==> src/rtl/irq_ctrl_pkg.sv <==
// Shared constants and types for the irq_ctrl interrupt controller.
// Register map, FSM state encoding and STATUS register bit positions.
package irq_ctrl_pkg;

   localparam logic [1:0] IRQ_ENABLE_A  = 2'd0;
   localparam logic [1:0] IRQ_PENDING_A = 2'd1;
   localparam logic [1:0] IRQ_MODE_A    = 2'd2;
   localparam logic [1:0] IRQ_STATUS_A  = 2'd3;

   localparam int STAT_IRQ_B  = 8;
   localparam int STAT_SERV_B = 9;

   typedef enum logic [1:0] {
      IRQ_IDLE,
      IRQ_REQ,
      IRQ_SERV
   } irq_state_e;

endpackage

==> src/rtl/irq_prio_enc.sv <==
// Fixed-priority encoder: reports whether any request is set and the
// index of the lowest set bit.
module irq_prio_enc #(
   parameter int N  = 8,
   parameter int IW = 5
) (
   input  logic [N-1:0]  req,
   output logic          valid,
   output logic [IW-1:0] idx
);

   // NOTE: every output of a combinational block gets a default first so no
   // path leaves it unassigned, which would otherwise infer a latch.
   always_comb begin
      valid = |req;
      idx   = '0;
      // Scan downwards so the lowest set index is the last one written.
      for (int i = N - 1; i >= 0; i--) begin
         if (req[i]) idx = IW'(i);
      end
   end

endmodule

==> src/rtl/irq_ctrl.sv <==
// Prioritised interrupt controller with a four-register bus slave and a
// request/ack/eoi servicing FSM. Define IRQ_CTRL_SYNC_EN to add a 2-flop input synchroniser.
module irq_ctrl
   import irq_ctrl_pkg::*;
#(
   parameter int SRC_NUM = 8,
   parameter int ID_W    = 5
) (
   input  logic               clk,
   input  logic               rstn,
   input  logic [SRC_NUM-1:0] irq_src,
   input  logic [1:0]         bus_addr,
   input  logic               bus_we,
   input  logic [31:0]        bus_wd,
   output logic [31:0]        bus_rd,
   output logic               irq,
   output logic [ID_W-1:0]    irq_id,
   input  logic               irq_ack,
   input  logic               irq_eoi
);

   logic [SRC_NUM-1:0] src_s;
   logic [SRC_NUM-1:0] src_q;
   logic [SRC_NUM-1:0] enable;
   logic [SRC_NUM-1:0] mode;
   logic [SRC_NUM-1:0] pending;
   logic [SRC_NUM-1:0] pending_nxt;
   logic [SRC_NUM-1:0] edge_hit;
   logic [SRC_NUM-1:0] w1c;
   logic [SRC_NUM-1:0] ack_clr;
   logic [SRC_NUM-1:0] eligible;
   logic               win_valid;
   logic [ID_W-1:0]    win_idx;
   irq_state_e         state;
   irq_state_e         state_nxt;
   logic               unused_wd;

`ifdef IRQ_CTRL_SYNC_EN
   logic [SRC_NUM-1:0] sync1;
   logic [SRC_NUM-1:0] sync2;

   always_ff @(posedge clk or negedge rstn) begin
      if (!rstn) begin
         sync1 <= '0;
         sync2 <= '0;
      end else begin
         sync1 <= irq_src;
         sync2 <= sync1;
      end
   end

   assign src_s = sync2;
`else
   assign src_s = irq_src;
`endif

   assign edge_hit  = src_s & ~src_q;
   assign w1c       = (bus_we && bus_addr == IRQ_PENDING_A) ? bus_wd[SRC_NUM-1:0] : '0;
   assign eligible  = pending & enable;
   assign unused_wd = ^bus_wd;

   always_comb begin
      ack_clr = '0;
      if (state == IRQ_REQ && irq_ack) begin
         for (int i = 0; i < SRC_NUM; i++) ack_clr[i] = (irq_id == ID_W'(i));
      end
   end

   // Edge bits hold until cleared, with a simultaneous new edge winning;
   // level bits simply mirror the sampled line.
   assign pending_nxt = (mode & ((pending & ~w1c & ~ack_clr) | edge_hit))
                      | (~mode & src_s);

   // NOTE: state registers use non-blocking assignments so every flop
   // samples the pre-edge values, independent of statement order.
   always_ff @(posedge clk or negedge rstn) begin
      if (!rstn) begin
         enable  <= '0;
         mode    <= '0;
         pending <= '0;
         src_q   <= '0;
      end else begin
         src_q   <= src_s;
         pending <= pending_nxt;
         if (bus_we && bus_addr == IRQ_ENABLE_A) enable <= bus_wd[SRC_NUM-1:0];
         if (bus_we && bus_addr == IRQ_MODE_A)   mode   <= bus_wd[SRC_NUM-1:0];
      end
   end

   irq_prio_enc #(
      .N  (SRC_NUM),
      .IW (ID_W)
   ) u_prio (
      .req   (eligible),
      .valid (win_valid),
      .idx   (win_idx)
   );

   always_comb begin
      state_nxt = state;
      case (state)
         IRQ_IDLE: if (win_valid) state_nxt = IRQ_REQ;
         IRQ_REQ:  if (irq_ack)   state_nxt = IRQ_SERV;
         IRQ_SERV: if (irq_eoi)   state_nxt = IRQ_IDLE;
         default:                 state_nxt = IRQ_IDLE;
      endcase
   end

   // irq_id is captured only on leaving IDLE, so it stays put through REQ.
   always_ff @(posedge clk or negedge rstn) begin
      if (!rstn) begin
         state  <= IRQ_IDLE;
         irq    <= 1'b0;
         irq_id <= '0;
      end else begin
         state <= state_nxt;
         irq   <= (state_nxt == IRQ_REQ);
         if (state == IRQ_IDLE && win_valid) irq_id <= win_idx;
      end
   end

   always_comb begin
      bus_rd = '0;
      case (bus_addr)
         IRQ_ENABLE_A:  bus_rd[SRC_NUM-1:0] = enable;
         IRQ_PENDING_A: bus_rd[SRC_NUM-1:0] = pending;
         IRQ_MODE_A:    bus_rd[SRC_NUM-1:0] = mode;
         IRQ_STATUS_A: begin
            bus_rd[ID_W-1:0]    = irq_id;
            bus_rd[STAT_IRQ_B]  = irq;
            bus_rd[STAT_SERV_B] = (state == IRQ_SERV);
         end
         default: bus_rd = '0;
      endcase
   end

endmodule
==> config.mk <==
export PLATFORM = sky130hd
export DESIGN_NAME = irq_ctrl
export DESIGN_NICKNAME = d
export VERILOG_FILES = /design/src/rtl/irq_ctrl_pkg.sv /design/src/rtl/irq_prio_enc.sv /design/src/rtl/irq_ctrl.sv
export SDC_FILE = /design/constraint.sdc
export NUM_CORES = 1
export LEC_CHECK = 0
export CAP_MARGIN = 20
export CORE_MARGIN = 2
export CORE_UTILIZATION = 45
export DETAILED_ROUTE_END_ITERATION = 6
export PLACE_DENSITY = 0.85
export SYNTH_ARGS = -nofsm -noshare
export SYNTH_HDL_FRONTEND = slang
export SYNTH_SLANG_ARGS = --single-unit
export TNS_END_PERCENT = 1
==> constraint.sdc <==
create_clock -name clk -period 3.5 [get_ports clk]
set_input_delay 0.7 -clock clk [delete_from_list [all_inputs] [get_ports clk]]
set_output_delay 0.7 -clock clk [all_outputs]
set_load 0.01 [all_outputs]
==> metrics.txt <==
# TYPE chip_impl_metric gauge
chip_impl_info{name="status",value="complete, no violations"} 1
chip_impl_info{name="crit_path_end_kind",value="primary output"} 1
chip_impl_info{name="yosysMostFrequentCell",value="sky130_fd_sc_hd__dfrtp_1"} 1
chip_impl_metric{name="synth.ff_latch_count",unit=""} 38
chip_impl_metric{name="tns",unit="ps"} 0
chip_impl_metric{name="floorplan.die.height",unit="um"} 70.1
chip_impl_metric{name="cts.repair_timing.setup_buffer_count",unit=""} 0
chip_impl_info{name="synth_flop_cell",value="sky130_fd_sc_hd__dfrtp_1"} 1
chip_impl_metric{name="globalRouteTotalUtil",unit=""} 0.183
chip_impl_metric{name="maxCapViolations",unit=""} 0
chip_impl_metric{name="clkLatencyLatePin",unit="ps"} 300
chip_impl_metric{name="num-nets-final",unit=""} 270
chip_impl_metric{name="synthesized_instance_count",unit=""} 179
chip_impl_metric{name="synth_area_per_cell",unit="um^2"} 11.0
chip_impl_metric{name="max_slew.worst_pin.slew",unit="ps"} 846
chip_impl_metric{name="drive_gt1_frac",unit=""} 0.161
chip_impl_metric{name="synthDominantCellAreaShare",unit=""} 0.483
chip_impl_metric{name="die_area",unit="um^2"} 4920
chip_impl_metric{name="power.density_cell_area",unit="nW/um^2"} 584
chip_impl_metric{name="synth_enable_flop_cells",unit=""} 0
chip_impl_metric{name="post_route_cell_area",unit="um^2"} 2400
chip_impl_metric{name="fp.dieW",unit="um"} 70.1
chip_impl_metric{name="grt_pass1_wl",unit="mm"} 6.93
chip_impl_metric{name="clk_transition_reported_paths",unit="ps"} 70
chip_impl_metric{name="hold_buffers",unit=""} 0
chip_impl_metric{name="cp_max_fo",unit=""} 9
chip_impl_metric{name="count_of_warnings_emitted_by_yosys",unit=""} 0
chip_impl_info{name="cts_tree",value="done"} 1
chip_impl_info{name="worst_setup_path_start_kind",value="primary input"} 1
chip_impl_metric{name="grt_antenna_before_repair",unit=""} 0
chip_impl_info{name="holdCritPathClass",value="primary input to asynchronous set/reset pin"} 1
chip_impl_metric{name="final.setup.worst_slack",unit="ps"} 249
chip_impl_info{name="synth.area.top_cells",value="sky130_fd_sc_hd__dfrtp_1, sky130_fd_sc_hd__buf_4, sky130_fd_sc_hd__mux2_2"} 1
chip_impl_metric{name="cts-buffers-inserted",unit=""} 5
chip_impl_metric{name="grt_pass1_vias",unit=""} 1467
chip_impl_metric{name="drv_slew",unit=""} 0
chip_impl_metric{name="timing.final.crit_period",unit="ps"} 3250
chip_impl_info{name="critPathKind",value="primary input to primary output"} 1
chip_impl_metric{name="cts.repair.resized",unit=""} 0
chip_impl_metric{name="clock_sink_count",unit=""} 38
chip_impl_metric{name="route.detailed.wl_per_inst",unit="um"} 15.1
chip_impl_metric{name="port_buffers",unit=""} 36
chip_impl_metric{name="asyncSetResetFlopFracSynth",unit=""} 1.00
chip_impl_metric{name="max-slew-margin-rel",unit=""} 0.436
chip_impl_metric{name="num-fill-cells",unit=""} 372
chip_impl_metric{name="routability_congestion_estimate_from_global_placement",unit=""} 0.925
chip_impl_metric{name="starting_utilization_of_the_core_area",unit=""} 0.458
chip_impl_metric{name="clock_tree.buffer_depth",unit=""} 2
chip_impl_metric{name="cts_htree_levels",unit=""} 2
chip_impl_metric{name="wire_length_reported_by_the_detailed_router",unit="mm"} 4.16
chip_impl_metric{name="vdd.ir_drop.worst",unit="mV"} 0.211
chip_impl_metric{name="detailedRoute.firstIterationViolations",unit=""} 113
chip_impl_metric{name="drc_errors",unit=""} 0
chip_impl_metric{name="ant_nets",unit=""} 0
chip_impl_metric{name="post-place-cells",unit=""} 268
chip_impl_metric{name="hold_violations",unit=""} 0
chip_impl_metric{name="globalRouteOverflowTotal",unit=""} 0
chip_impl_info{name="cts_root_buf",value="sky130_fd_sc_hd__clkbuf_8"} 1
chip_impl_metric{name="reported_leakage_power",unit="nW"} 1.08
chip_impl_metric{name="synth.yosys.seq_area_share",unit=""} 0.483
chip_impl_metric{name="route.vias.total",unit=""} 1474
chip_impl_metric{name="place_ws",unit="ps"} 252
chip_impl_info{name="netlist_top_cells_count",value="sky130_fd_sc_hd__dfrtp_1, sky130_fd_sc_hd__nand2_1, sky130_fd_sc_hd__buf_4"} 1
chip_impl_info{name="yosys.area.top_type",value="sky130_fd_sc_hd__dfrtp_1"} 1
chip_impl_metric{name="final.period_utilization",unit=""} 0.929
chip_impl_metric{name="worstPathRequired",unit="ps"} 2800
chip_impl_metric{name="core.rowCount",unit=""} 24
chip_impl_metric{name="arrival",unit="ps"} 2550
chip_impl_metric{name="mapped_area",unit="um^2"} 1970
chip_impl_metric{name="detail_route.vias_per_cell",unit=""} 5.34
chip_impl_metric{name="report.final.setup_viol",unit=""} 0
chip_impl_metric{name="boundaryPins",unit=""} 85
chip_impl_metric{name="synthDistinctLibCells",unit=""} 35
chip_impl_metric{name="stdcell_count",unit=""} 276
chip_impl_metric{name="grt_start_max_net_pins",unit=""} 39
chip_impl_metric{name="detailedPlacementHpwl",unit="mm"} 2.98
chip_impl_info{name="rsz0062_at_grt",value="false"} 1
chip_impl_metric{name="clock-skew-final",unit="ps"} 7.98
chip_impl_metric{name="achievable-frequency",unit="MHz"} 308
chip_impl_metric{name="insertedDiodeCount",unit=""} 0
chip_impl_metric{name="postPlaceCellArea",unit="um^2"} 2310
chip_impl_metric{name="syn_to_final_growth",unit="%"} 22.1
chip_impl_metric{name="dr.pass1.iters",unit=""} 4
chip_impl_metric{name="coreArea",unit="um^2"} 4290
final timing paths:
kind | slack (ps) | startpoint | end | depth (start not counted)
min in group clk | 540 | enable[6]$_DFFE_PN0P_ | enable[6]$_DFFE_PN0P_ | 1
worst max-delay path | 250 | bus_addr[0] | bus_rd[5] | 5
worst max register to register | 2020 | state[1]$_DFF_PN0_ | pending[7]$_DFF_PN0_ | 4
max in group asynchronous | 2460 | rstn | src_q[6]$_DFF_PN0_ | 1
worst min-delay path | 510 | rstn | pending[0]$_DFF_PN0_ | 1
worst min register to register | 540 | enable[6]$_DFFE_PN0P_ | enable[6]$_DFFE_PN0P_ | 1
layer usage:
layer	GRT usage	share of wire
met1	0.231	0.43
met2	0.292	0.49
met3	0.0577	0.062
met4	0.0769	0.019
met5	0	0
stage by stage:
step	utilization	hold slack, ps	total power [mW]
6_report	0.560	507	1.40
5_1_grt	0.560	570	1.49
4_1_cts	0.560	532	1.41
3_5_place_dp	0.538	518	1.09
3_3_place_gp	0.538	501	1.08
2_1_floorplan	-	404	0.905
area by class of cell:
| cell class | instances | area, um^2 | area share |
|---|---|---|---|
| Sequential cell | 38 | 951 | 0.396 |
| Multi-Input combinational cell | 136 | 903 | 0.376 |
| Timing Repair Buffer | 40 | 385 | 0.160 |
| Clock buffer | 7 | 86.3 | 0.0359 |
| Tap cell | 52 | 65.1 | 0.0271 |
| Inverter | 2 | 7.51 | 0.00312 |
| Clock inverter | 1 | 5.00 | 0.00208 |
cells by family after synthesis:
family                 share of synthesized area
multiplexers                               0.151
flip-flops                                 0.483
AND/OR/NAND/NOR                            0.129
AO/OA/AOI/OAI                              0.133
buffers and inverters                      0.102
other                                    0.00191
critical path, stage by stage:
cell and delay [ps]:
sky130_fd_sc_hd__clkdlybuf4s50_1 740, sky130_fd_sc_hd__buf_4 230, sky130_fd_sc_hd__mux2i_1 70, sky130_fd_sc_hd__o21ai_0 230, sky130_fd_sc_hd__clkdlybuf4s50_1 580
flip-flops by register name, summed over array words and instances (netlist names):
register and cells:
state 2, irq 1, mode 8, irq_id 3
pending 8, src_q 8, enable 8
layout by cell type, fill, tap and decap left out, drive strengths merged, types with 2 or more instances in the layout:
cell type	instances
nand3	3
buf	5
a22o	2
mux4	3
o21ai	7
nand2	30
a22oi	2
a221oi	6
inv	2
mux2	16
nor2b	3
nand3b	2
conb	24
a211oi	2
a21oi	7
clkbuf	7
nor2	6
clkdlybuf4s50	35
dfrtp	38
a21o	6
mux2i	5
where the power goes:
part           internal (mW)  switching (mW)
clock network          0.159           0.154
logic                  0.240           0.208
registers              0.533           0.111
total                  0.932           0.473
No activity file was read; power rests on OpenSTA's default activity.
